`src/rtl/camera_capture_pkg.sv`:
```
// camera_capture_pkg: shared types and constants for the camera capture path
// FSM states, RGB444 field widths, default sensor geometry
package camera_capture_pkg;

  typedef enum logic [1:0] {
    ST_IDLE,
    ST_WAIT_VSYNC,
    ST_WAIT_ACTIVE,
    ST_CAPTURE
  } cam_state_t;

  localparam int CH_W  = 4;
  localparam int RGB_W = 3 * CH_W;
  localparam int POS_W = 9;

  localparam int DEF_H_ACTIVE = 640;
  localparam int DEF_V_ACTIVE = 480;
  localparam int DEF_DECIMATE = 2;

  function automatic logic on_grid(input int v, input int d);
    return (v % d) == 0;
  endfunction

endpackage

```
`src/rtl/cam_sync_edge.sv`:
```
// cam_sync_edge: two-flop synchronizer with edge detection
// level and edges both come from stage 2 so they line up with synced data
module cam_sync_edge (
  input  logic clk,
  input  logic rst,
  input  logic din,
  output logic level,
  output logic rise,
  output logic fall
);

  logic s1;
  logic s2;
  logic s3;

  // synchronizer chain plus one history stage for the edge compare
  always_ff @(posedge clk) begin
    if (rst) begin
      s1 <= 1'b0;
      s2 <= 1'b0;
      s3 <= 1'b0;
    end else begin
      s1 <= din;
      s2 <= s1;
      s3 <= s2;
    end
  end

  assign level = s2;
  assign rise  = s2 & ~s3;
  assign fall  = ~s2 & s3;

endmodule

```
`src/rtl/camera_capture.sv`:
```
// camera_capture: RGB444 camera byte stream to decimated draw-point writes
// camera pins are oversampled by the system clock and treated as data
module camera_capture
  import camera_capture_pkg::*;
#(
  parameter int H_ACTIVE = DEF_H_ACTIVE,
  parameter int V_ACTIVE = DEF_V_ACTIVE,
  parameter int DECIMATE = DEF_DECIMATE
) (
  input  logic             piul1Clock,
  input  logic             piul1Reset,
  input  logic             piul1Enable,
  input  logic             piul1CamPclk,
  input  logic             piul1CamVsync,
  input  logic             piul1CamHref,
  input  logic [7:0]       piul8CamData,
  output logic [POS_W-1:0] poul9PosX,
  output logic [POS_W-1:0] poul9PosY,
  output logic [RGB_W-1:0] poul12Rgb12Data,
  output logic             poul1Update,
  output logic             poul1FrameDone,
  output logic             poul1FrameError
);

  localparam int XW = $clog2(H_ACTIVE + 1);
  localparam int YW = $clog2(V_ACTIVE + 1);
  localparam logic [XW-1:0] X_END = XW'(H_ACTIVE);
  localparam logic [YW-1:0] Y_END = YW'(V_ACTIVE);

  logic clk;
  logic rst;
  assign clk = piul1Clock;
  assign rst = piul1Reset;

  logic pclk_level, pclk_rise, pclk_fall;
  logic vs_level, vs_rise, vs_fall;
  logic href_level, href_rise, href_fall;

  cam_sync_edge u_pclk (
    .clk   (clk),
    .rst   (rst),
    .din   (piul1CamPclk),
    .level (pclk_level),
    .rise  (pclk_rise),
    .fall  (pclk_fall)
  );

  cam_sync_edge u_vsync (
    .clk   (clk),
    .rst   (rst),
    .din   (piul1CamVsync),
    .level (vs_level),
    .rise  (vs_rise),
    .fall  (vs_fall)
  );

  cam_sync_edge u_href (
    .clk   (clk),
    .rst   (rst),
    .din   (piul1CamHref),
    .level (href_level),
    .rise  (href_rise),
    .fall  (href_fall)
  );

  logic unused_ok;
  assign unused_ok = ^{pclk_level, pclk_fall, vs_level, href_rise};

  logic [7:0] data_s1;
  logic [7:0] data_s2;

  // data bus synchronizer, same depth as the pclk/href level stage
  always_ff @(posedge clk) begin
    if (rst) begin
      data_s1 <= '0;
      data_s2 <= '0;
    end else begin
      data_s1 <= piul8CamData;
      data_s2 <= data_s1;
    end
  end

  cam_state_t state;
  cam_state_t state_next;

  // capture state register
  always_ff @(posedge clk) begin
    if (rst) state <= ST_IDLE;
    else     state <= state_next;
  end

  // frame sequencing; enable only matters at frame boundaries
  always_comb begin
    state_next = state;
    unique case (state)
      ST_IDLE:
        if (piul1Enable) state_next = ST_WAIT_VSYNC;
      ST_WAIT_VSYNC:
        if (vs_rise) state_next = ST_WAIT_ACTIVE;
      ST_WAIT_ACTIVE:
        if (vs_fall) state_next = ST_CAPTURE;
      ST_CAPTURE:
        if (vs_rise)
          state_next = piul1Enable ? ST_WAIT_VSYNC : ST_IDLE;
      default:
        state_next = ST_IDLE;
    endcase
  end

  logic [XW-1:0]   x;
  logic [YW-1:0]   y;
  logic            phase;
  logic [CH_W-1:0] red;

  logic capturing;
  logic byte_stb;
  logic pixel_done;
  logic line_end;
  logic frame_end;
  logic frame_start;
  logic err_clear;
  logic pix_ok;
  logic grid_hit;
  logic line_bad;
  logic err_set;

  assign capturing   = (state == ST_CAPTURE);
  assign byte_stb    = capturing & pclk_rise & href_level;
  assign pixel_done  = byte_stb & phase;
  assign line_end    = capturing & href_fall;
  assign frame_end   = capturing & vs_rise;
  assign frame_start = (state == ST_WAIT_ACTIVE) & vs_fall;
  assign err_clear   = (state == ST_WAIT_VSYNC) & vs_rise;
  assign pix_ok      = (x != X_END) && (y != Y_END);
  assign grid_hit    = on_grid(int'(x), DECIMATE)
                     && on_grid(int'(y), DECIMATE);
  assign line_bad    = phase || (x != X_END);
  assign err_set     = (pixel_done && !pix_ok)
                     || (line_end && line_bad)
                     || (frame_end && (y != Y_END));

  // pixel assembly and line/column counters
  always_ff @(posedge clk) begin
    if (rst) begin
      x     <= '0;
      y     <= '0;
      phase <= 1'b0;
      red   <= '0;
    end else if (frame_start) begin
      x     <= '0;
      y     <= '0;
      phase <= 1'b0;
    end else if (line_end) begin
      x     <= '0;
      phase <= 1'b0;
      if (y != Y_END) y <= y + YW'(1);
    end else if (byte_stb) begin
      phase <= ~phase;
      if (!phase) red <= data_s2[CH_W-1:0];
      else if (x != X_END) x <= x + XW'(1);
    end
  end

  // draw-point write port; values hold between strobes
  always_ff @(posedge clk) begin
    if (rst) begin
      poul9PosX       <= '0;
      poul9PosY       <= '0;
      poul12Rgb12Data <= '0;
      poul1Update     <= 1'b0;
    end else begin
      poul1Update <= 1'b0;
      if (pixel_done && pix_ok && grid_hit) begin
        poul9PosX       <= POS_W'(int'(x) / DECIMATE);
        poul9PosY       <= POS_W'(int'(y) / DECIMATE);
        poul12Rgb12Data <= {red, data_s2};
        poul1Update     <= 1'b1;
      end
    end
  end

  // frame-done pulse and sticky error flag
  always_ff @(posedge clk) begin
    if (rst) begin
      poul1FrameDone  <= 1'b0;
      poul1FrameError <= 1'b0;
    end else begin
      poul1FrameDone <= frame_end;
      if (err_clear)    poul1FrameError <= 1'b0;
      else if (err_set) poul1FrameError <= 1'b1;
    end
  end

endmodule

```
`config.mk`:
```
export PLATFORM = sky130hd
export DESIGN_NAME = camera_capture
export DESIGN_NICKNAME = d
export VERILOG_FILES = /design/src/rtl/camera_capture_pkg.sv /design/src/rtl/cam_sync_edge.sv /design/src/rtl/camera_capture.sv
export SDC_FILE = /design/constraint.sdc
export NUM_CORES = 1
export LEC_CHECK = 0
export BUFFER_PORTS_ARGS = -buffer_cell sky130_fd_sc_hd__clkbuf_2
export CORE_ASPECT_RATIO = 1.2
export CORE_MARGIN = 4
export CORE_UTILIZATION = 55
export CTS_CLUSTER_SIZE = 10
export DETAILED_ROUTE_END_ITERATION = 7
export GPL_TIMING_DRIVEN = 0
export PLACE_DENSITY_LB_ADDON = 0.2
export SYNTH_ARGS = -nofsm -noshare
export SYNTH_HDL_FRONTEND = slang
export SYNTH_SLANG_ARGS = --single-unit
```
`constraint.sdc`:
```
create_clock -name piul1Clock -period 2.21 [get_ports piul1Clock]
set_input_delay 0.442 -clock piul1Clock [delete_from_list [all_inputs] [get_ports piul1Clock]]
set_output_delay 0.442 -clock piul1Clock [all_outputs]
set_load 0.01 [all_outputs]
```
Yosys cells after proc, flatten, opt, wreduce, memory -nomap -nowiden
Cells that the tools add are included.
{ "op_classes": {"addsub": 2, "n_eq_ne": 9, "mux": 7, "bitwise_logic": 18, "reduce_logical": 21} }
{ "ops": {"columns": ["cell", "n"], "rows": [
  ["$logic_not A32 Y1", 2],
  ["$and A1 B1 Y1", 11],
  ["$add A10 B1 Y10 const B", 1],
  ["$ne A10 B10 Y1 const B", 1],
  ["$add A9 B1 Y9 const B", 1],
  ["$ne A9 B9 Y1 const B", 1],
  ["$mux W2", 4],
  ["$ne A2 B2 Y1 const B", 4],
  ["$pmux W2 S4", 1],
  ["$reduce_and A4 Y1", 2],
  ["$logic_and A1 B1 Y1", 7],
  ["$not A1 Y1", 7],
  ["$eq A2 B2 Y1 const B", 2],
  ["$reduce_or A2 Y1", 2],
  ["$logic_or A1 B1 Y1", 3],
  ["$reduce_and A3 Y1", 1],
  ["$reduce_or A3 Y1", 1],
  ["$eq A2 B1 Y1 const B", 1],
  ["$logic_not A2 Y1", 1],
  ["$mux W1", 2],
  ["$reduce_and A2 Y1", 1],
  ["$logic_not A1 Y1", 1]
]} }
{ "totals": {"register_bits": 83, "in_bits": 14, "output_inout_bits": 33, "word_cells": 79} }

Depth between registers and ports, before layout
Gate-level depths: netlist (run 1).
{ "logic_depth": {"ltp_word": 8, "mapped_depth": 9, "depth_no_buf": 7} }

By module
From an unflattened synthesis (run 1), not the netlist that was laid out.
{ "unflattened": {"cells_unflattened": 348, "area_unflattened_um2": 3490.8} }
{ "modules_own_cells": {"columns": ["module", "n_inst", "cells_per_inst", "area_each_um2", "seq_area_each_um2"], "rows": [
  ["camera_capture", 1, 324, 3216.8, 1481.4],
  ["cam_sync_edge", 3, 8, 91.3, 60.1]
]} }

Worst setup path after synthesis (run 1)
OpenSTA, ideal clock, no wires.
{ "synth_timing": {"path_type": "register to register", "startpoint": "register state[0]", "endpoint": "register red[0]", "setup_time_ns": 0.128, "t_arrival_ns": 1.577, "required_ns": 2.082, "path_slack_ns": 0.506, "path_stages_with_launch": 6, "path_buffers": 0, "period_less_slack_ns": 1.704, "cell_sequence": "dfxtp_1 -> ha_1 -> nand4b_4 -> nor3_1 -> mux2i_1 -> nor2_1"} }
{ "synth_between": {"elab_chain_len": 4, "elab_cells_between_ends": 9, "cone_classes": "2 x eq/ne; 6 x bitwise; 1 x reduce/logical"} }
{ "synth_rtl": {"columns": ["element", "line_no", "source"], "rows": [
  ["start, declared", "camera_capture.sv:83", "cam_state_t state;"],
  ["start signal, assigned", "camera_capture.sv:89", "else state <= state_next;"],
  ["$eq A2 B2 Y1 (on tied branches)", "camera_capture.sv:127, camera_capture.sv:132", null],
  ["$and A1 B1 Y1 (on tied branches)", "camera_capture.sv:128, camera_capture.sv:130, camera_capture.sv:132", null],
  ["$and A1 B1 Y1 / $not A1 Y1 (equally long branches)", null, null],
  ["$reduce_and A4 Y1 (no line) *", null, null],
  ["end signal, assigned", "camera_capture.sv:159", "if (!phase) red <= data_s2[CH_W-1:0];"],
  ["end, declared", "camera_capture.sv:113", "logic [CH_W-1:0] red;"]
]} }
Mark *: on every way between the ends. The rest lies on a longest branch, timed or not.
A chain may end at the register's enable or synchronous reset.

Worst setup path in the final report (run 1)
{ "layout_timing": {"startpoint": "register state[0]", "endpoint": "register poul9PosX[8]"} }
{ "layout_between": {"elab_chain_len": 6} }
{ "layout_rtl": {"columns": ["element", "line_no", "source"], "rows": [
  ["$eq A2 B2 Y1", "camera_capture.sv:127", "assign capturing = (state == ST_CAPTURE);"],
  ["$and A1 B1 Y1 (2 in series)", "camera_capture.sv:128", "assign byte_stb = capturing & pclk_rise & href_level;"],
  ["$and A1 B1 Y1", "camera_capture.sv:129", "assign pixel_done = byte_stb & phase;"],
  ["$logic_and A1 B1 Y1 (2 in series)", "camera_capture.sv:173", "if (pixel_done && pix_ok && grid_hit) begin"],
  ["end signal, assigned", "camera_capture.sv:174", "poul9PosX <= POS_W'(int'(x) / DECIMATE);"],
  ["end, declared", "camera_capture.sv:17", "output logic [POS_W-1:0] poul9PosX,"]
]} }
No other way between the ends.

==> summary.md, run 1 <==
| Metric | Value |
|---|---|
| Count of pins over their slew limit | 0 |
| Worst path top cell family by delay | simple AND/OR/NAND/NOR gates |
| Peak supply drop | around 0.55 mV |
| Layout cells sized above 1 | 17.7% |
| Post-Route WL | 6.09 mm |
| Placement-stage worst setup slack | 0.186 ns |
| Number of placed instances, taps included | 452 |
| CP peak stage delay | between 0.4 and 0.5 ns |
| Die Span X | about 77 um |
| Max-slew headroom at the worst pin | 65.2% |
| Synthesized net count | 367 |
| Number of storage elements in the synthesis netlist | 83 |
| Kind of launch point of the worst setup path | register |
| Launching point of the worst reg2reg path | state[0] |
| PwrDens | a little under 800 mW/mm2 |
| Unrepaired setup endpoints after global routing | no |
| Final hold violations | 0 |
| Total Negative Setup Slacks | 0 ns |
| Vertical die dimension | 90.4 um |
| Final Non-Filler Cells | about 470 |
| Part of the Yosys area used for sequential elements | a little over half |
| Minimum setup slack among reg-to-reg paths | 0.23 ns |
| CTS Root Cell | sky130_fd_sc_hd__clkbuf_8 |
| Worst min-delay path startpoint | piul8CamData[2] |
| Worst path required time | approximately 2.5 ns |
| Count of different cell masters after synthesis | 37 |
| Max cap viols | 0 |
| Maximum net fanout on the critical path | 10 |
| Critical R2R Capture | poul9PosX[8] |
| Final cycle utilization of the critical path | 89.8% |
| Clk Latency, worst-skew pair | 0.37 ns |
| Sink count of the clock tree | 83 |
| Total power after layout | 0.00277 W |
| Maximum buffer depth of the clock tree | 2 |
| CORE AREA | 0.00537 mm2 |
| Fin Clk Skew | 0.0105 ns |
| Ratio of routed vias to standard cells | approximately 5 |
| Largest net degree at the start of global routing | 16 |
| Worst endpoint data arrival time | 2.27 ns |
| Via count of the first global-routing pass | 2323 |
| Sink of the worst hold path | data_s1[2] |
| Number of H-tree levels | 3 |
| Synthesized area | 0.00311 mm2 |
| First-pass detailed-route iteration total | 4 |
| I/O pins | 47 |
| Worst hold path type | input pin to register |
| Time the worst path needs with I/O delays and setup | 1.98 ns |
| Starting Density | 58.0% |
| Clock-pin slew reported for the worst setup and hold paths after clock tree synthesis | 0.08 ns |
| Die area | 0.00693 mm2 |
| Buffering stage count on the worst path with inverters included | 2 |
| Number of warnings issued by yosys | 0 |
| Grt ovf | 0 |
| Final-report setup violation count | 0 |
| Status | complete, no violations |
| Post-route worst setup slack | 0.226 ns |
| Relative area change from synthesis to final layout | 15.6% |
| Via count | 2330 |
| Number of DRC violations after detailed routing | 0 |
| Final net count | 423 |
| Series of cell instances along the critical path | ha_1 > nand4b_4 > nor2_4 > and4_1 > buf_6 > buf_6 > nand2_1 > a21oi_1 |
| Average footprint of a synthesized cell | 9.02 um2 |
| Final antenna-violating net count | 0 |
| Number of cell instances on the worst register-to-register path | 8 |
| Clock tree from TritonCTS | yes |
| Hold bufs inserted after CTS | 0 |
| Worst hold-check slack | between 0.2 and 0.3 ns |
| Antenna violations before repair | 0 |
| Type of the setup path with the least slack | register to register |
| Filler Cell Count | 470 |
| Cell depth of the worst hold path | 2 |
| Commonest cells after routing, fill and taps aside | sky130_fd_sc_hd__dfxtp_1, sky130_fd_sc_hd__nand2_1, sky130_fd_sc_hd__clkbuf_2 |
| Sum of net half-perimeters after detailed placement | roughly 4.4 mm |
| Type of element capturing the critical path | register |
| Wire length of the first global-routing pass | 10.4 mm |
| Leakage dissipation | 1.45 nW |
| Most frequent standard cell in the layout excluding fill and tap cells | sky130_fd_sc_hd__dfxtp_1 |
| Count of input and output buffers | 45 |
| Total routing resource utilization after global routing | between 10% and 20% |
| Num rows | 29 |
| Max stage delay cell, worst path | sky130_fd_sc_hd__dfxtp_1 |
| Worst Max-Slew Pin Slew | 0.518 ns |
| Routed length per placed instance | 13.0 um |
| Diodes inserted | 0 |
| Total clock buffers created by CTS | 9 |
| Most used cell, CP | sky130_fd_sc_hd__buf_6 |
| Timing-limited maximum frequency | 0.504 GHz |
| Detailed Route Iter0 Violations | ~110 |
| Post-synthesis cell count | 345 |
| Placer's final routability congestion estimate | 0.775 |
## per-stage QoR
step,utilization (%),instance area [um2]
after floorplan,-,3110
after global placement,63.6,3420
after detailed placement,63.6,3420
after CTS,66.9,3590
after global routing,67.0,3600
final,67.0,3600
## sequential cells by signal, summed over array words and instances (netlist names), 2 cells and up
signal           cells
poul12Rgb12Data     12
x                   10
poul9PosX            9
y                    9
data_s1              8
data_s2              8
poul9PosY            8
red                  4
state                2
## routing by layer
metal | share of wire (%) | vias up | global-route usage [%]
met4 | 1.8 | 0 | 8.16
met3 | 4.4 | 9 | 6.09
met1 | 44 | 1051 | 21.4
li1 | - | 1231 | -
met2 | 49 | 39 | 31.8
met5 | 0 | - | 0
## cells in the mapped netlist, drive strengths merged
| cell type | count | area share [%] |
|---|---|---|
| nand4 | 7 | 1.4 |
| and4 | 2 | 0.56 |
| dfxtp | 83 | 53 |
| xor2 | 11 | 3.1 |
| o21ai | 2 | 0.32 |
| nor4 | 1 | 0.20 |
| and3 | 1 | 0.20 |
| a21boi | 1 | 0.24 |
| and4b | 1 | 0.32 |
| a21oi | 36 | 5.8 |
| ha | 8 | 3.2 |
| nor3 | 4 | 0.64 |
| inv | 8 | 0.96 |
| nand2 | 66 | 8.0 |
| nor2 | 33 | 4.2 |
| conb | 1 | 0.12 |
| nand2b | 2 | 0.40 |
| and2 | 3 | 0.60 |
| or2 | 1 | 0.20 |
| a41oi | 1 | 0.28 |
| buf | 8 | 1.8 |
| nor2b | 27 | 5.4 |
| mux2i | 6 | 1.9 |
| nor4b | 1 | 0.28 |
| a21o | 1 | 0.24 |
| nand4b | 1 | 0.76 |
| nand3 | 8 | 1.3 |
| a211o | 1 | 0.28 |
| a31oi | 2 | 0.40 |
| clkbuf | 9 | 1.1 |
| xnor2 | 6 | 1.7 |
| or3 | 1 | 0.20 |
| nand3b | 1 | 0.24 |
| and3b | 1 | 0.28 |
## cell families after synthesis
| family | synth area share (%) |
|---|---|
| flops | 53.4 |
| buf+inv | 3.82 |
| fa+ha+maj | 3.22 |
| other cells | 0.120 |
| compound gates | 7.56 |
| xor+xnor | 4.78 |
| mux | 1.93 |
| simple gates | 25.2 |
## cell type report
cell class,instances,area [um2],share of cell area [%]
repair buffers,45,225,6.26
multi-input cells,237,1340,37.2
plain buffers,17,88.8,2.47
well taps,62,77.6,2.16
clock inverters,6,48.8,1.36
flip-flops and latches,83,1660,46.2
inverters,8,30.0,0.835
clock buffers,10,128,3.55
## worst reg2reg max path, stage by stage (launching register included)
cell and delay [ns]:
sky130_fd_sc_hd__dfxtp_1 0.41, sky130_fd_sc_hd__ha_1 0.35, sky130_fd_sc_hd__nand4b_4 0.19, sky130_fd_sc_hd__nor2_4 0.22
sky130_fd_sc_hd__and4_1 0.26, sky130_fd_sc_hd__buf_6 0.15, sky130_fd_sc_hd__buf_6 0.14, sky130_fd_sc_hd__nand2_1 0.07
sky130_fd_sc_hd__a21oi_1 0.13
## power by group
group | internal (W) | total [W] | switching [W] | leakage [nW]
Sequential | 0.00153 | 0.00156 | 0.0000274 | 0.674
Combinational | 0.000109 | 0.000236 | 0.000127 | 0.693
Clock | 0.000419 | 0.000980 | 0.000561 | 0.0799
Total | 0.00206 | 0.00277 | 0.000715 | 1.45
## what timing repair did
| action | CTS | global route |
|---|---|---|
| resized for setup | 0 | 1 |
| setup endpoints to repair | 0 | 4 |
| endpoints found under the hold margin | 0 | 0 |
| setup buffers | 0 | 0 |
## worst max path at each step
stage	cells past startpoint	from	to
after floorplan	5	state[0]	red[0]
after global placement	5	state[0]	red[2]
after detailed placement	5	state[0]	red[0]
after CTS	5	state[0]	red[2]
after global routing	8	state[0]	poul9PosX[8]
final	8	state[0]	poul9PosX[8]
(Power assumes the default switching activity.)
==> run 2: changes to the inputs <==
--- a/config.mk
+++ b/config.mk
@@ -8,11 +8,11 @@
 export BUFFER_PORTS_ARGS = -buffer_cell sky130_fd_sc_hd__clkbuf_2
 export CORE_ASPECT_RATIO = 1.2
 export CORE_MARGIN = 4
-export CORE_UTILIZATION = 55
+export CORE_UTILIZATION = 40
 export CTS_CLUSTER_SIZE = 10
 export DETAILED_ROUTE_END_ITERATION = 7
 export GPL_TIMING_DRIVEN = 0
-export PLACE_DENSITY_LB_ADDON = 0.2
+export PLACE_DENSITY_LB_ADDON = 0.15
 export SYNTH_ARGS = -nofsm -noshare
 export SYNTH_HDL_FRONTEND = slang
 export SYNTH_SLANG_ARGS = --single-unit
==> summary.md, run 2 (same netlist as run 1, synthesis figures left out) <==
| Metric | Value |
|---|---|
| Worst hold-check slack | 0.303 ns (+0.0176 ns) |
| Grt ovf | 0 (unchanged) |
| CORE AREA | 0.00740 mm2 (+38%) |
| Clk Latency, worst-skew pair | 0.34 ns (-0.03 ns) |
| Total clock buffers created by CTS | 9 (unchanged) |
| Time the worst path needs with I/O delays and setup | 1.94 ns (-0.0421 ns) |
| CTS Root Cell | sky130_fd_sc_hd__clkbuf_8 |
| Via count of the first global-routing pass | 2203 (-5.2%) |
| Clock tree from TritonCTS | yes |
| Placement-stage worst setup slack | 0.102 ns (-0.0838 ns) |
| Final cycle utilization of the critical path | 87.9% (-1.9 points) |
| Met1 GRT Util | 18.3% (-3.1 points) |
| Routing usage on met3 | 2.99% (-3.1 points) |
| Final-report setup violation count | 0 (unchanged) |
| Placer's final routability congestion estimate | 0.772 (-0.40%) |
| Count of input and output buffers | 45 (unchanged) |
| Max cap viols | 0 (unchanged) |
| Starting Density | 42.1% (-16 points) |
| Worst min-delay path startpoint | piul8CamData[2] |
| Relative area change from synthesis to final layout | 17.8% |
| Sink of the worst hold path | data_s1[2] |
| Number of H-tree levels | 3 (unchanged) |
| Diodes inserted | 0 (unchanged) |
| Most frequent standard cell in the layout excluding fill and tap cells | sky130_fd_sc_hd__dfxtp_1 |
| Worst Max-Slew Pin Slew | 0.553 ns (+0.0350 ns) |
| Launching point of the worst reg2reg path | state[0] |
| Met2 usage | 22.4% (-9.4 points) |
| Kind of launch point of the worst setup path | register |
| Number of cell instances on the worst register-to-register path | 6 (-2) |
| Antenna violations before repair | 0 (unchanged) |
| Worst path required time | 2.42 ns (-0.08 ns) |
| Post-route worst setup slack | 0.268 ns (+0.0421 ns) |
| Sum of net half-perimeters after detailed placement | 4.51 mm (+3.2%) |
| Post-Route WL | 6.18 mm (+1.4%) |
| Final net count | 423 (unchanged) |
| Maximum buffer depth of the clock tree | 2 (unchanged) |
| Via count | 2337 (+0.30%) |
| Routed length per placed instance | 12.5 um (-4.3%) |
| Max-slew headroom at the worst pin | 62.8% (-2.4 points) |
| Commonest cells after routing, fill and taps aside | sky130_fd_sc_hd__dfxtp_1, sky130_fd_sc_hd__nand2_1, sky130_fd_sc_hd__clkbuf_2 |
| Count of pins over their slew limit | 0 (unchanged) |
| Timing-limited maximum frequency | 0.515 GHz (+2.2%) |
| Layout cells sized above 1 | 18.2% (+0.49 points) |
| Total routing resource utilization after global routing | 14.2% (-4.6 points) |
| Register name with the most flops | poul12Rgb12Data |
| Registers with the most flip-flops | poul12Rgb12Data (12), x (10) |
| GRT Max-Usage Layer | met2 |
| Clock-pin slew reported for the worst setup and hold paths after clock tree synthesis | 0.09 ns (about the same) |
| Sink count of the clock tree | 83 (unchanged) |
| Worst hold path type | input pin to register |
| Fin Clk Skew | 0.00833 ns (-0.00213 ns) |
| Status | complete, no violations |
| Total Negative Setup Slacks | 0 ns (unchanged) |
| Hold bufs inserted after CTS | 0 (unchanged) |
| Total power after layout | 0.00290 W (+4.6%) |
| Peak supply drop | 0.542 mV (-2.1%) |
| Leakage dissipation | 1.46 nW (+1.2%) |
| Worst endpoint data arrival time | 2.15 ns (-0.12 ns) |
| Critical R2R Capture | x[9] |
| First-pass detailed-route iteration total | 4 (unchanged) |
| Maximum net fanout on the critical path | 7 (-3) |
| Final antenna-violating net count | 0 (unchanged) |
| Number of DRC violations after detailed routing | 0 (unchanged) |
| Wire length of the first global-routing pass | 10.3 mm (-0.46%) |
| Type of the setup path with the least slack | register to register |
| Minimum setup slack among reg-to-reg paths | 0.27 ns (+0.04 ns) |
| I/O pins | 47 (unchanged) |
| Unrepaired setup endpoints after global routing | no |
| Type of element capturing the critical path | register |
| Vertical die dimension | 105 um (+16%) |
| PwrDens | 792 mW/mm2 (+2.6%) |
| Die Span X | 88.5 um (+15%) |
| Die area | 0.00926 mm2 (+34%) |
| Max FFs per register | 12 (unchanged) |
| Cell depth of the worst hold path | 2 (unchanged) |
| Largest net degree at the start of global routing | 16 (unchanged) |
| Final hold violations | 0 (unchanged) |
| Detailed Route Iter0 Violations | 69 (-36%) |
| Ratio of routed vias to standard cells | 4.71 (-5.4%) |
| Num rows | 34 (+17%) |
run 2: cell types whose count changed in the layout (fill, tap and decap cells not counted):
cell,before,now
sky130_fd_sc_hd__clkbuf_8,9,10
sky130_fd_sc_hd__ha_1,8,7
sky130_fd_sc_hd__clkinvlp_4,3,2
sky130_fd_sc_hd__inv_6,3,2
sky130_fd_sc_hd__clkbuf_1,10,9
sky130_fd_sc_hd__bufinv_16,0,1
sky130_fd_sc_hd__clkinv_4,0,1
sky130_fd_sc_hd__ha_2,0,1
run 2: what timing repair did:
| action | in CTS | in global routing |
|---|---|---|
| resized for setup | 0 | 2 |
| setup buffers | 0 | 0 |
| endpoints found under the setup margin | 0 | 5 |
run 2: final cells by class:
cell class	count	area, um2
fillers	741	3730
plain buffers	17	88.8
clock inverters	6	71.3
flip-flops and latches	83	1660
multi-input cells	237	1340
well taps	90	113
inverters	8	30.0
repair buffers	45	225
clock buffers	10	138
run 2: per-stage QoR:
stage / std cells / cell area (um2) / utilization (%)
2_1_floorplan: 345 / 3110 / -
3_3_place_gp: 480 / 3450 / 46.6
3_5_place_dp: 480 / 3450 / 46.6
4_1_cts: 496 / 3660 / 49.4
5_1_grt: 496 / 3670 / 49.5
6_report: 496 / 3670 / 49.5
run 2: report_power, final:
group | switching, W | internal (W)
clock network | 0.000547 | 0.000563
logic | 0.000126 | 0.000108
registers | 0.0000282 | 0.00153
total | 0.000701 | 0.00220
run 2: worst max path at each step:
stage | slack (ns) | start | to
2_1_floorplan | 0.51 | state[0] | red[0]
3_5_place_dp | 0.10 | state[0] | red[2]
4_1_cts | 0.07 | state[0] | red[2]
3_3_place_gp | 0.13 | state[0] | red[3]
5_1_grt | 0.05 | state[0] | poul9PosX[3]
6_report | 0.27 | state[0] | x[9]
run 2: routing by layer:
metal | share of wire [%] | vias to the layer above
met5 | 0 | -
met4 | 1.0 | 0
met1 | 47 | 1057
li1 | - | 1232
met3 | 4.0 | 5
met2 | 47 | 43
run 2: critical path, stage by stage (launching register included):
cell	delay, ns
sky130_fd_sc_hd__dfxtp_1	0.43
sky130_fd_sc_hd__ha_2	0.31
sky130_fd_sc_hd__nand4b_4	0.17
sky130_fd_sc_hd__nor3_1	0.50
sky130_fd_sc_hd__nand3_1	0.18
sky130_fd_sc_hd__xor2_1	0.17
sky130_fd_sc_hd__nor2_1	0.05
==> run 3: changes to the inputs <==
--- a/config.mk
+++ b/config.mk
@@ -5,6 +5,7 @@
 export SDC_FILE = /design/constraint.sdc
 export NUM_CORES = 1
 export LEC_CHECK = 0
+export ABC_AREA = 1
 export BUFFER_PORTS_ARGS = -buffer_cell sky130_fd_sc_hd__clkbuf_2
 export CORE_ASPECT_RATIO = 1.2
 export CORE_MARGIN = 4
@@ -15,4 +16,5 @@
 export PLACE_DENSITY_LB_ADDON = 0.15
 export SYNTH_ARGS = -nofsm -noshare
 export SYNTH_HDL_FRONTEND = slang
+export SYNTH_HIERARCHICAL = 1
 export SYNTH_SLANG_ARGS = --single-unit
==> summary.md, run 3 <==
| Metric | Value |
|---|---|
| GRT Max-Usage Layer | met2 |
| Clk Latency, worst-skew pair | 0.35 ns (about the same) |
| Total Negative Setup Slacks | 0 ns (unchanged) |
| Unrepaired setup endpoints after global routing | no |
| Max FFs per register | 12 (unchanged) |
| Ratio of routed vias to standard cells | 4.72 (+0.17%) |
| Total clock buffers created by CTS | 9 (unchanged) |
| Hold bufs inserted after CTS | 0 (unchanged) |
| I/O pins | 47 (unchanged) |
| Met2 usage | 25.9% (+3.5 points) |
| Commonest cells after routing, fill and taps aside | sky130_fd_sc_hd__nand2_1, sky130_fd_sc_hd__dfxtp_1, sky130_fd_sc_hd__nor2_1 |
| Sink of the worst hold path | data_s1[6] |
| Die area | 0.0103 mm2 (+12%) |
| Fin Clk Skew | 0.0128 ns (+0.00446 ns) |
| Number of warnings issued by yosys | 6 (+6) |
| CTS Root Cell | sky130_fd_sc_hd__clkbuf_8 |
| Number of H-tree levels | 3 (unchanged) |
| Final net count | 553 (+31%) |
| Status | complete, no violations |
| Diodes inserted | 0 (unchanged) |
| Most frequent standard cell in the layout excluding fill and tap cells | sky130_fd_sc_hd__nand2_1 |
| Wire length of the first global-routing pass | 13.5 mm (+30%) |
| Sum of net half-perimeters after detailed placement | 5.63 mm (+25%) |
| Via count | 3082 (+32%) |
| Worst min-delay path startpoint | piul8CamData[6] |
| Routed length per placed instance | 12.0 um (-3.3%) |
| Timing-limited maximum frequency | 0.559 GHz (+8.5%) |
| Routing usage on met3 | 4.29% (+1.3 points) |
| # Post-CTS Setup Buffers | 0 (unchanged) |
| Synthesized net count | 497 (+35%) |
| Final-report setup violation count | 0 (unchanged) |
| Registers with the most flip-flops | poul12Rgb12Data (12), x (10) |
| Total power after layout | 0.00271 W (-6.7%) |
| Time the worst path needs with I/O delays and setup | 1.79 ns (-0.153 ns) |
| Kind of launch point of the worst setup path | register |
| Filler Cell Count | 879 (+19%) |
| Num rows | 37 (+8.8%) |
| Vertical die dimension | 111 um (+5.7%) |
| Average footprint of a synthesized cell | 7.39 um2 (-18%) |
| Post-synthesis cell count | 475 (+38%) |
| Leakage dissipation | 1.75 nW (+20%) |
| Minimum setup slack among reg-to-reg paths | 0.42 ns (+0.15 ns) |
| Worst hold path type | input pin to register |
| Worst endpoint data arrival time | 2.06 ns (-0.09 ns) |
| Max-slew headroom at the worst pin | 60.7% (-2.1 points) |
| Peak supply drop | 0.500 mV (-7.7%) |
| Clock-pin slew reported for the worst setup and hold paths after clock tree synthesis | 0.09 ns (about the same) |
| Register name with the most flops | poul12Rgb12Data |
| Met1 GRT Util | 20.3% (+1.9 points) |
| Final cell area excluding filler cells | 0.00406 mm2 (+11%) |
| Number of cell instances on the worst register-to-register path | 8 (+2) |
| Grt ovf | 0 (unchanged) |
| Maximum buffer depth of the clock tree | 2 (unchanged) |
| PwrDens | 668 mW/mm2 (-16%) |
| Post-detailed-placement cell area | 0.00388 mm2 (+12%) |
| Count of pins over their slew limit | 0 (unchanged) |
| Largest net degree at the start of global routing | 16 (unchanged) |
| Number of DRC violations after detailed routing | 0 (unchanged) |
| Resize count post-CTS | 0 (unchanged) |
| Critical R2R Capture | poul12Rgb12Data[11] |
| First-pass detailed-route iteration total | 4 (unchanged) |
| Cell depth of the worst hold path | 3 (+1) |
| Final hold violations | 0 (unchanged) |
| Type of the setup path with the least slack | register to register |
| Maximum net fanout on the critical path | 10 (+3) |
| Clock tree from TritonCTS | yes |
| Sink count of the clock tree | 83 (unchanged) |
| CORE AREA | 0.00856 mm2 (+16%) |
| Placer's final routability congestion estimate | 0.829 (+7.4%) |
| Launching point of the worst reg2reg path | x[0] |
| Worst path required time | 2.49 ns (+0.07 ns) |
| Layout cells sized above 1 | 16.8% (-1.4 points) |
| Final cycle utilization of the critical path | 80.9% (-6.9 points) |
| Starting Density | 41.0% (-1.1 points) |
| Via count of the first global-routing pass | 2942 (+34%) |
| Detailed Route Iter0 Violations | 162 (+130%) |
| Total routing resource utilization after global routing | 16.0% (+1.8 points) |
| Post-Route WL | 7.87 mm (+27%) |
| Worst Max-Slew Pin Slew | 0.589 ns (+0.0358 ns) |
| Antenna violations before repair | 0 (unchanged) |
| Relative area change from synthesis to final layout | 15.6% |
| Type of element capturing the critical path | register |
| Max cap viols | 0 (unchanged) |
| Die Span X | 93.5 um (+5.6%) |
| Final antenna-violating net count | 0 (unchanged) |
| Count of input and output buffers | 45 (unchanged) |
| Synthesized area | 0.00351 mm2 (+13%) |
-- run 3: worst max path at each step --
stage	end	start	slack, ns
floorplan	poul9PosY[4]	state[0]	0.72
global placement	data_s1[0]	piul1Reset	0.26
detailed placement	data_s1[6]	piul1Reset	0.25
CTS	poul9PosY[5]	x[0]	0.41
global route	poul9PosY[0]	x[0]	0.24
finish	poul12Rgb12Data[11]	x[0]	0.42
-- run 3: metal layers --
metal	vias up	part of all wire, %
li1	1621	-
met1	1399	47
met2	51	47
met3	11	3.5
met4	0	1.9
met5	-	0
-- run 3: cell type report --
cell class                 instances  area [um2]  area share (%)
buffer                            25         131            3.24
clock buffer                      10         128            3.15
clock inverter                     6        48.8            1.20
inverter                          64         240            5.92
multi-input combinational        303        1480            36.4
sequential                        83        1660            40.9
tap                              117         146            3.61
timing repair buffer              45         225            5.55
-- run 3: power by group --
group          total [W]  switching [W]  internal [W]
Combinational   0.000173       0.000107     0.0000652
Clock           0.000985       0.000567      0.000418
Sequential       0.00155      0.0000238       0.00153
-- run 3: critical path, cell delays in order, from the launching register on --
cell	delay (ns)
sky130_fd_sc_hd__dfxtp_1	0.45
sky130_fd_sc_hd__inv_2	0.10
sky130_fd_sc_hd__ha_1	0.22
sky130_fd_sc_hd__nand2_1	0.06
sky130_fd_sc_hd__nor2_1	0.07
sky130_fd_sc_hd__nand3_2	0.15
sky130_fd_sc_hd__clkbuf_1	0.35
sky130_fd_sc_hd__nand4_1	0.15
sky130_fd_sc_hd__a21oi_1	0.17
-- run 3: metrics by stage --
stage / setup WS, ns / util [%] / hold WS [ns] / instances
2_1_floorplan: 0.723 / - / 0.388 / 475
6_report: 0.421 / 47.4 / 0.269 / 653
3_3_place_gp: 0.264 / 45.3 / 0.389 / 637
5_1_grt: 0.241 / 47.4 / 0.255 / 653
3_5_place_dp: 0.246 / 45.3 / 0.393 / 637
4_1_cts: 0.408 / 47.4 / 0.254 / 653
